--- src/rtl/prt_dp_lib_pkg.sv ---
// ============================================================================
// Module      : prt_dp_lib_pkg
// Description : Shared types and helpers for the prt_dp_lib CDC arbiter.
// Revision    : 1.0 - initial release
// ============================================================================
`default_nettype none

package prt_dp_lib_pkg;

    typedef enum logic [1:0] {
        ST_IDLE  = 2'd0,
        ST_WAIT  = 2'd1,
        ST_GUARD = 2'd2
    } arb_state_t;

    localparam int C_DEF_TO_CYC = 1024;

    // Id width never collapses to zero, even for a single requester.
    function automatic int id_width(input int n);
        return (n <= 1) ? 1 : $clog2(n);
    endfunction

endpackage

`default_nettype wire

--- src/rtl/prt_dp_lib_rr_pick.sv ---
// ============================================================================
// Module      : prt_dp_lib_rr_pick
// Description : Combinational round-robin picker: first set request at or
//               after the pointer, wrapping modulo P_REQ.
// Revision    : 1.0 - initial release
// ============================================================================
`default_nettype none

module prt_dp_lib_rr_pick
    import prt_dp_lib_pkg::*;
#(
    parameter int P_REQ = 4
) (
    input  logic [P_REQ-1:0]              i_req,
    input  logic [id_width(P_REQ)-1:0]    i_ptr,
    output logic                          o_valid,
    output logic [id_width(P_REQ)-1:0]    o_idx
);

    localparam int IDW = id_width(P_REQ);

    int w_cand;

    // Scan from the farthest offset down so the nearest hit is written last.
    always_comb begin
        o_valid = 1'b0;
        o_idx   = '0;
        w_cand  = 0;
        for (int k = P_REQ - 1; k >= 0; k--) begin
            w_cand = int'(i_ptr) + k;
            if (w_cand >= P_REQ) begin
                w_cand = w_cand - P_REQ;
            end
            if (i_req[w_cand[IDW-1:0]]) begin
                o_valid = 1'b1;
                o_idx   = w_cand[IDW-1:0];
            end
        end
    end

endmodule

`default_nettype wire

--- src/rtl/prt_dp_lib_cdc_arb.sv ---
// ============================================================================
// Module      : prt_dp_lib_cdc_arb
// Description : Round-robin scheduler sharing one toggle-handshake vector CDC
//               channel among P_REQ requesters. Optional ack timeout is
//               enabled by defining PRT_DP_LIB_CDC_ARB_TIMEOUT_EN.
// Revision    : 1.0 - initial release
// ============================================================================
`default_nettype none

module prt_dp_lib_cdc_arb
    import prt_dp_lib_pkg::*;
#(
    parameter int P_REQ    = 4,
    parameter int P_WIDTH  = 16,
    parameter int P_GUARD  = 2,
    parameter int P_TO_CYC = C_DEF_TO_CYC
) (
    input  logic                          CLK_IN,
    input  logic                          RST_IN,
    input  logic [P_REQ-1:0]              REQ_IN,
    input  logic [P_REQ*P_WIDTH-1:0]      DAT_IN,
    output logic [P_REQ-1:0]              DONE_OUT,
    output logic                          ERR_OUT,
    output logic                          BUSY_OUT,
    output logic [id_width(P_REQ)-1:0]    CH_ID_OUT,
    output logic [P_WIDTH-1:0]            CH_DAT_OUT,
    output logic                          CH_TGL_OUT,
    input  logic                          CH_ACK_IN
);

    localparam int IDW = id_width(P_REQ);

    generate
        if (P_REQ < 2 || P_REQ > 16 || P_GUARD < 0 || P_GUARD > 15 || P_TO_CYC < 2) begin : g_param_chk
            $error("prt_dp_lib_cdc_arb: parameter out of range");
        end
    endgenerate

    arb_state_t          r_state;
    logic [IDW-1:0]      r_ptr;
    logic [IDW-1:0]      r_gid;
    logic [P_WIDTH-1:0]  r_dat;
    logic                r_tgl;
    logic [P_REQ-1:0]    r_done;
    logic                r_err;
    logic [3:0]          r_gcnt;

    logic                w_valid;
    logic [IDW-1:0]      w_idx;
    logic                w_ack;
    logic                w_to;
    logic [IDW-1:0]      w_ptr_nxt;
    logic [P_WIDTH-1:0]  w_slice [P_REQ];

    generate
        for (genvar i = 0; i < P_REQ; i++) begin : g_slice
            assign w_slice[i] = DAT_IN[i*P_WIDTH +: P_WIDTH];
        end
    endgenerate

    prt_dp_lib_rr_pick #(
        .P_REQ   (P_REQ)
    ) u_pick (
        .i_req   (REQ_IN),
        .i_ptr   (r_ptr),
        .o_valid (w_valid),
        .o_idx   (w_idx)
    );

    assign w_ack     = (r_state == ST_WAIT) && (CH_ACK_IN == r_tgl);
    assign w_ptr_nxt = (int'(r_gid) + 1 == P_REQ) ? '0 : r_gid + 1'b1;

`ifdef PRT_DP_LIB_CDC_ARB_TIMEOUT_EN
    localparam int TOW = $clog2(P_TO_CYC);

    logic [TOW-1:0] r_tocnt;

    // An ack arriving on the expiry cycle takes priority over the timeout.
    assign w_to = (r_state == ST_WAIT) && !w_ack && (int'(r_tocnt) == P_TO_CYC - 1);

    always_ff @(posedge CLK_IN) begin
        if (RST_IN) begin
            r_tocnt <= '0;
        end else if (r_state == ST_IDLE) begin
            r_tocnt <= '0;
        end else if (r_state == ST_WAIT) begin
            r_tocnt <= r_tocnt + 1'b1;
        end
    end
`else
    assign w_to = 1'b0;
`endif

    always_ff @(posedge CLK_IN) begin
        if (RST_IN) begin
            r_state <= ST_IDLE;
            r_ptr   <= '0;
            r_gid   <= '0;
            r_dat   <= '0;
            r_tgl   <= 1'b0;
            r_done  <= '0;
            r_err   <= 1'b0;
            r_gcnt  <= '0;
        end else begin
            r_done <= '0;
            r_err  <= 1'b0;
            case (r_state)
                ST_IDLE: begin
                    if (w_valid) begin
                        r_gid   <= w_idx;
                        r_dat   <= w_slice[w_idx];
                        r_tgl   <= ~r_tgl;
                        r_state <= ST_WAIT;
                    end
                end
                ST_WAIT: begin
                    if (w_ack || w_to) begin
                        r_done  <= P_REQ'(1) << r_gid;
                        r_ptr   <= w_ptr_nxt;
                        r_gcnt  <= '0;
                        r_state <= (P_GUARD == 0) ? ST_IDLE : ST_GUARD;
                    end
                    // Realign the toggle so the abandoned word is not left pending.
                    if (w_to) begin
                        r_err <= 1'b1;
                        r_tgl <= CH_ACK_IN;
                    end
                end
                ST_GUARD: begin
                    if (int'(r_gcnt) >= P_GUARD - 1) begin
                        r_state <= ST_IDLE;
                    end else begin
                        r_gcnt <= r_gcnt + 1'b1;
                    end
                end
                default: begin
                    r_state <= ST_IDLE;
                end
            endcase
        end
    end

    assign DONE_OUT   = r_done;
    assign ERR_OUT    = r_err;
    assign BUSY_OUT   = (r_state != ST_IDLE);
    assign CH_ID_OUT  = r_gid;
    assign CH_DAT_OUT = r_dat;
    assign CH_TGL_OUT = r_tgl;

endmodule

`default_nettype wire

--- config.mk ---
export PLATFORM = sky130hd
export DESIGN_NAME = prt_dp_lib_cdc_arb
export DESIGN_NICKNAME = d
export VERILOG_FILES = /design/src/rtl/prt_dp_lib_pkg.sv /design/src/rtl/prt_dp_lib_rr_pick.sv /design/src/rtl/prt_dp_lib_cdc_arb.sv
export SDC_FILE = /design/constraint.sdc
export NUM_CORES = 1
export LEC_CHECK = 0
export BUFFER_PORTS_ARGS = -buffer_cell sky130_fd_sc_hd__buf_2
export CORE_UTILIZATION = 35
export CTS_CLUSTER_SIZE = 14
export DETAILED_ROUTE_END_ITERATION = 10
export GPL_ROUTABILITY_DRIVEN = 0
export MAX_ROUTING_LAYER = met4
export PLACE_DENSITY = 0.72
export SETUP_SLACK_MARGIN = 0.3
export SKIP_CTS_REPAIR_TIMING = 1
export SYNTH_ARGS = -nofsm -noshare
export SYNTH_HDL_FRONTEND = slang
export SYNTH_SLANG_ARGS = --single-unit
--- constraint.sdc ---
create_clock -name CLK_IN -period 3 [get_ports CLK_IN]
set_input_delay 0.6 -clock CLK_IN [delete_from_list [all_inputs] [get_ports CLK_IN]]
set_output_delay 0.6 -clock CLK_IN [all_outputs]
set_load 0.03 [all_outputs]
Word level (Yosys, flattened, before mapping)
Cells that the tools add are included.

Word-level logic and storage cells: 80. Output and inout bits: 25. Flip-flop bits (word level): 31. Bits of input ports: 71.

Add/sub/neg operators: 10. Mux-type cells: 31. Reduce and logical (&&, ||, !) cells: 9. Equality and inequality tests: 8. Shift operators: 1. Bitwise operators: 4. Magnitude comparators: 10.

Operators by type and width (count): $bmux W16 S2 (1); $mux W16 (2); $mux W2 (12); $ge A3 B3 Y1 const B (4); $lt A2 B3 Y1 const B (4); $bmux W1 S2 (4); $mux W1 (8); $mux W4 (2); $pmux W4 S2 (1); $sub A2 B1 Y2 const B (4); $add A2 B1 Y3 const B (2); $add A2 B2 Y3 const B (2); $ne A2 B2 Y1 const B (3); $pmux W2 S3 (1); $reduce_and A3 Y1 (2); $add A4 B1 Y4 const B (1); $ge A4 B1 Y1 const B (1); $reduce_and A2 Y1 (2); $reduce_bool A2 Y1 (2); $shl A1 B2 Y4 const A (1); $eq A3 B3 Y1 const B (1); $ge A2 B3 Y1 const B (1); $not A1 Y1 (3); $not A2 Y3 (1); other kinds (8) (8).

Depth between registers and ports, before layout
Word-level depth: 13. Mapped depth: 7. Depth with buffers taken out: 6.

Cells and area by module
Synthesis repeated with hierarchy kept, for this count alone.

Cell total of the unflattened synthesis: 135. Area, all modules: 1670.4 µm².

By module, submodules not included: prt_dp_lib_cdc_arb (instances 1, cells an instance 122, area each 1592.8 µm², sequential area each 620.6 µm²); prt_dp_lib_rr_pick (instances 1, cells an instance 13, area each 77.6 µm², sequential area each 0.0 µm²).

Worst setup path before layout
OpenSTA, ideal clock, no wires.

Path kind: in2reg. Start: in REQ_IN[2]. End: reg r_dat[10] (netlist: CH_DAT_OUT[10]). Library setup time: 0.128 ns. Buffers on the path: 2. Stages: 7. Slack: 1.154 ns. Data required time: 2.872 ns. Arrival time: 1.719 ns. Cell sequence: or4_4 nand2_4 nor2_4 nand2b_4 buf_12 buf_12 o221ai_2.

Cells in the longest elaborated chain, start to end: 10. Elaborated cells on any way between the ends: 21. Classes of those cells: mux (19); bitwise (1); reduce/logical (1).

RTL lines: from (decl) (RTL line prt_dp_lib_cdc_arb.sv:20) `input logic [P_REQ-1:0] REQ_IN,`; $bmux W1 S2 (RTL line prt_dp_lib_rr_pick.sv:34) `if (i_req[w_cand[IDW-1:0]]) begin`; $mux W1 (implied by the code) (RTL line prt_dp_lib_rr_pick.sv:34); $mux W2 (4 in a row) (RTL line prt_dp_lib_rr_pick.sv:34); $not A2 Y3 (implied by the code) (RTL line prt_dp_lib_cdc_arb.sv:111) `r_dat <= w_slice[w_idx];`; $bmux W16 S2 (RTL line prt_dp_lib_cdc_arb.sv:111); $mux W16 (implied by the code) (2 in a row) (RTL line prt_dp_lib_cdc_arb.sv:111); to (signal assigned) (RTL line prt_dp_lib_cdc_arb.sv:111); to (decl) (RTL line prt_dp_lib_cdc_arb.sv:42) `logic [P_WIDTH-1:0] r_dat;`.

Parallel ways exist; a longest one is shown, timed or not. The select of a mux whose other input is x is not followed. A chain may end at the register's enable or synchronous reset.

Final worst setup path
Start: in REQ_IN[0]. End: reg r_dat[1] (netlist: CH_DAT_OUT[1]).

Same word-level chain as after synthesis.

==> flow_metrics.tcl <==
set metrics [dict create \
    status "finished, final reports clean" \
    cts_made_buffers 5 \
    yosys_warnings 0 \
    cp.arrival_ns 2.00 \
    tightest_slew_ns 0.523 \
    fin_area_um2 2330 \
    antenna_cells 0 \
    synth.top_cell.area_share_pct 35.1 \
    drt_first_pass_iters 2 \
    antenna_found_initial 0 \
    tritoncts "built" \
    cp_num_cells 7 \
    crit_fanout 33 \
    fillers 456 \
    clk_pin_slew_ns 0.07 \
    ir_drop_mv 0.264 \
    regArea_um2 621 \
    final_nets 335 \
    htree_levels 2 \
    reg2regPathDepth 6 \
    avgRoutedWirePerCell_um 12.2 \
    use_met1_pct 19.2 \
    synth_most_common_cell "mux2i_1" \
    drive_gt1_share_pct 49.0 \
    grt_pass1_wl_um 6220 \
    max_cap_violations 0 \
    r2r-start "r_gcnt[1]$_SDFFE_PP0P_" \
    drt-initial-drc-count 28 \
    p_total_mw 1.50 \
    initial_core_util_pct 36.9 \
    crit_type "in -> reg" \
    routed_wirelength_um 4010 \
    relSlewSlack_pct 65.2 \
    rsz0062_at_grt "false" \
    die_h_um 73.1 \
    grt.overflow.total 0 \
    die_w_um 73.1 \
    slowest_stage "buf_4" \
    synth_ff_type "dfxtp_1" \
    final-max-slew-violation-count 0 \
    hold_viol 0 \
    finalCritPeriodShare_pct 61.3 \
    met3_usage_pct 3.18 \
    endpoint "CH_DAT_OUT[1]$_SDFFE_PP0P_" \
    period_needed_ns 1.84 \
    cp_num_buf_inv 2 \
    busiest_layer "met2" \
    die-area_um2 5340 \
    hp-class "reg -> reg" \
    grt_usage_pct 16.0 \
    num_rows 25 \
    synth_nets 242 \
    clock.fmax_mhz 544 \
    synth.area.top_cells "dfxtp_1 (35%), mux2i_1 (20%), o221ai_2 (12%)" \
    netlist_area_um2 1770 \
    p_leak_nw 1.07 \
    synth_edf_count 0 \
    placed_area_um2 2240 \
    clock_sinks 31 \
    viasPerCell 4.73 \
    cp_top_family "buffers and inverters" \
    cp_slowest_stage_delay_ns 0.45 \
    synth_common_cells "mux2i_1 (35), dfxtp_1 (31), nand2_1 (19), o221ai_2 (14), nor2_1 (10)" \
    cts-root-buf "clkbuf_8" \
    ant_nets 0 \
    multiInputGateArea_um2 1030 \
    tns_ns 0 \
    r2r_slack_ns 1.21 \
    power_density_nw_per_um2 645 \
    finalNonFillerCells 328 \
    yosys_register_bits 31 \
    synthArstFlopShare_pct 0 \
    drc_errors 0 \
    yosysUniqueCellTypes 38 \
    grt_max_degree 34 \
    syn_to_final_growth_pct 31.6 \
    yosysTopAreaCell "dfxtp_1" \
    endpoint_kind "flip-flop" \
    clock_latency_ns 0.28 \
    core_area_um2 4790 \
    crit_path_start "REQ_IN[0]" \
    vias 1553 \
    finalSetupViolCount 0 \
    yosysSeqAreaShare_pct 35.1 \
    r2r-end "r_gcnt[0]$_SDFFE_PP0P_" \
    avgSynthCellArea_um2 10.6 \
    dp_hpwl_um 2940 \
    worstPathRequired_ns 3.16 \
    syn_inst 167 \
    critPathLaunchType "input port" \
    grt_pass1_vias 1413 \
    port_buffers 94 \
    dpl.cell_count 320 \
    skew_ns 0.00407 \
    io_pins 96 \
    crit_chain "buf_2 -> a21oi_1 -> o21ai_1 -> a21oi_4 -> buf_4 -> mux2i_1 -> o221ai_2" \
    cts_buffer_depth 2 \
    whs_ns 0.462 \
    grt_use_met2_pct 25.2 \
]
registers in the layout, summed over array words and instances (netlist names):
| name | flops |
|---|---|
| CH_DAT_OUT | 16 |
| DONE_OUT | 4 |
| r_gcnt | 4 |
| CH_ID_OUT | 2 |
| r_ptr | 2 |
| r_state | 2 |
| CH_TGL_OUT | 1 |
routing by layer:
| metal | share of wire (%) | up-vias | routed length (um) |
|---|---|---|---|
| li1 | - | 798 | - |
| met1 | 47 | 695 | 1860 |
| met2 | 47 | 55 | 1870 |
| met3 | 5.0 | 5 | 201 |
| met4 | 1.8 | 0 | 73 |
| met5 | 0 | - | 0 |
per-stage QoR:
stage | setup WS [ns] | utilization [%]
2_1_floorplan | 1.15 | -
3_3_place_gp | 0.870 | 46.7
3_5_place_dp | 0.845 | 46.7
4_1_cts | 1.15 | 48.6
5_1_grt | 1.04 | 48.6
6_report | 1.16 | 48.6
where the power goes:
group / leakage, nW / total [mW] / internal [mW] / switching [mW]
Sequential: 0.254 / 0.547 / 0.493 / 0.0547
Clock: 0.0402 / 0.327 / 0.161 / 0.166
Combinational: 0.776 / 0.626 / 0.235 / 0.391
area by class of cell:
cell class	instances	area share, %
multi-input combinational	120	44.2
sequential	31	26.7
timing repair buffer	95	20.5
tap	67	3.60
clock buffer	5	2.96
inverter	7	1.13
clock inverter	3	0.861
kinds of logic (layout without fill, tap and decap cells):
family / Yosys count / after routing / share of synthesized area, %
AND/OR/NAND/NOR: 48 / 48 / 15.0
multiplexers: 35 / 35 / 19.8
flip-flops: 31 / 31 / 35.1
AO/OA/AOI/OAI: 30 / 30 / 19.3
buffers and inverters: 16 / 110 / 6.72
adder cells (fa/ha/maj): 4 / 4 / 2.83
XOR/XNOR: 2 / 2 / 0.991
other: 1 / 1 / 0.212
placed cells by master (no fill, tap or decap), types with 4 or more instances in the layout:
| cell | n |
|---|---|
| o221ai_2 | 14 |
| nor2_1 | 10 |
| mux2i_1 | 35 |
| ha_1 | 4 |
| buf_2 | 94 |
| a21oi_1 | 7 |
| clkbuf_8 | 5 |
| dfxtp_1 | 31 |
| nand2_1 | 19 |
| inv_1 | 7 |
worst reg2reg max path, stage by stage (launching register included):
cell and delay (ns):
dfxtp_1 0.33, inv_1 0.07, ha_1 0.17, or4b_2 0.61
o21ai_2 0.24, mux2i_1 0.21, nor2_1 0.05
how the worst min path moves through the flow:
stage / start / to / slack (ns) / cells after the start
after floorplan: r_gcnt[3]$_SDFFE_PP0P_ / r_gcnt[3]$_SDFFE_PP0P_ / 0.45 / 1
after global placement: CH_DAT_OUT[0]$_SDFFE_PP0P_ / CH_DAT_OUT[0]$_SDFFE_PP0P_ / 0.44 / 2
after detailed placement: CH_DAT_OUT[10]$_SDFFE_PP0P_ / CH_DAT_OUT[10]$_SDFFE_PP0P_ / 0.44 / 2
after CTS: CH_DAT_OUT[6]$_SDFFE_PP0P_ / CH_DAT_OUT[6]$_SDFFE_PP0P_ / 0.46 / 2
after global routing: CH_DAT_OUT[14]$_SDFFE_PP0P_ / CH_DAT_OUT[14]$_SDFFE_PP0P_ / 0.49 / 2
final: CH_DAT_OUT[6]$_SDFFE_PP0P_ / CH_DAT_OUT[6]$_SDFFE_PP0P_ / 0.46 / 2
(Power assumes the default switching activity.)
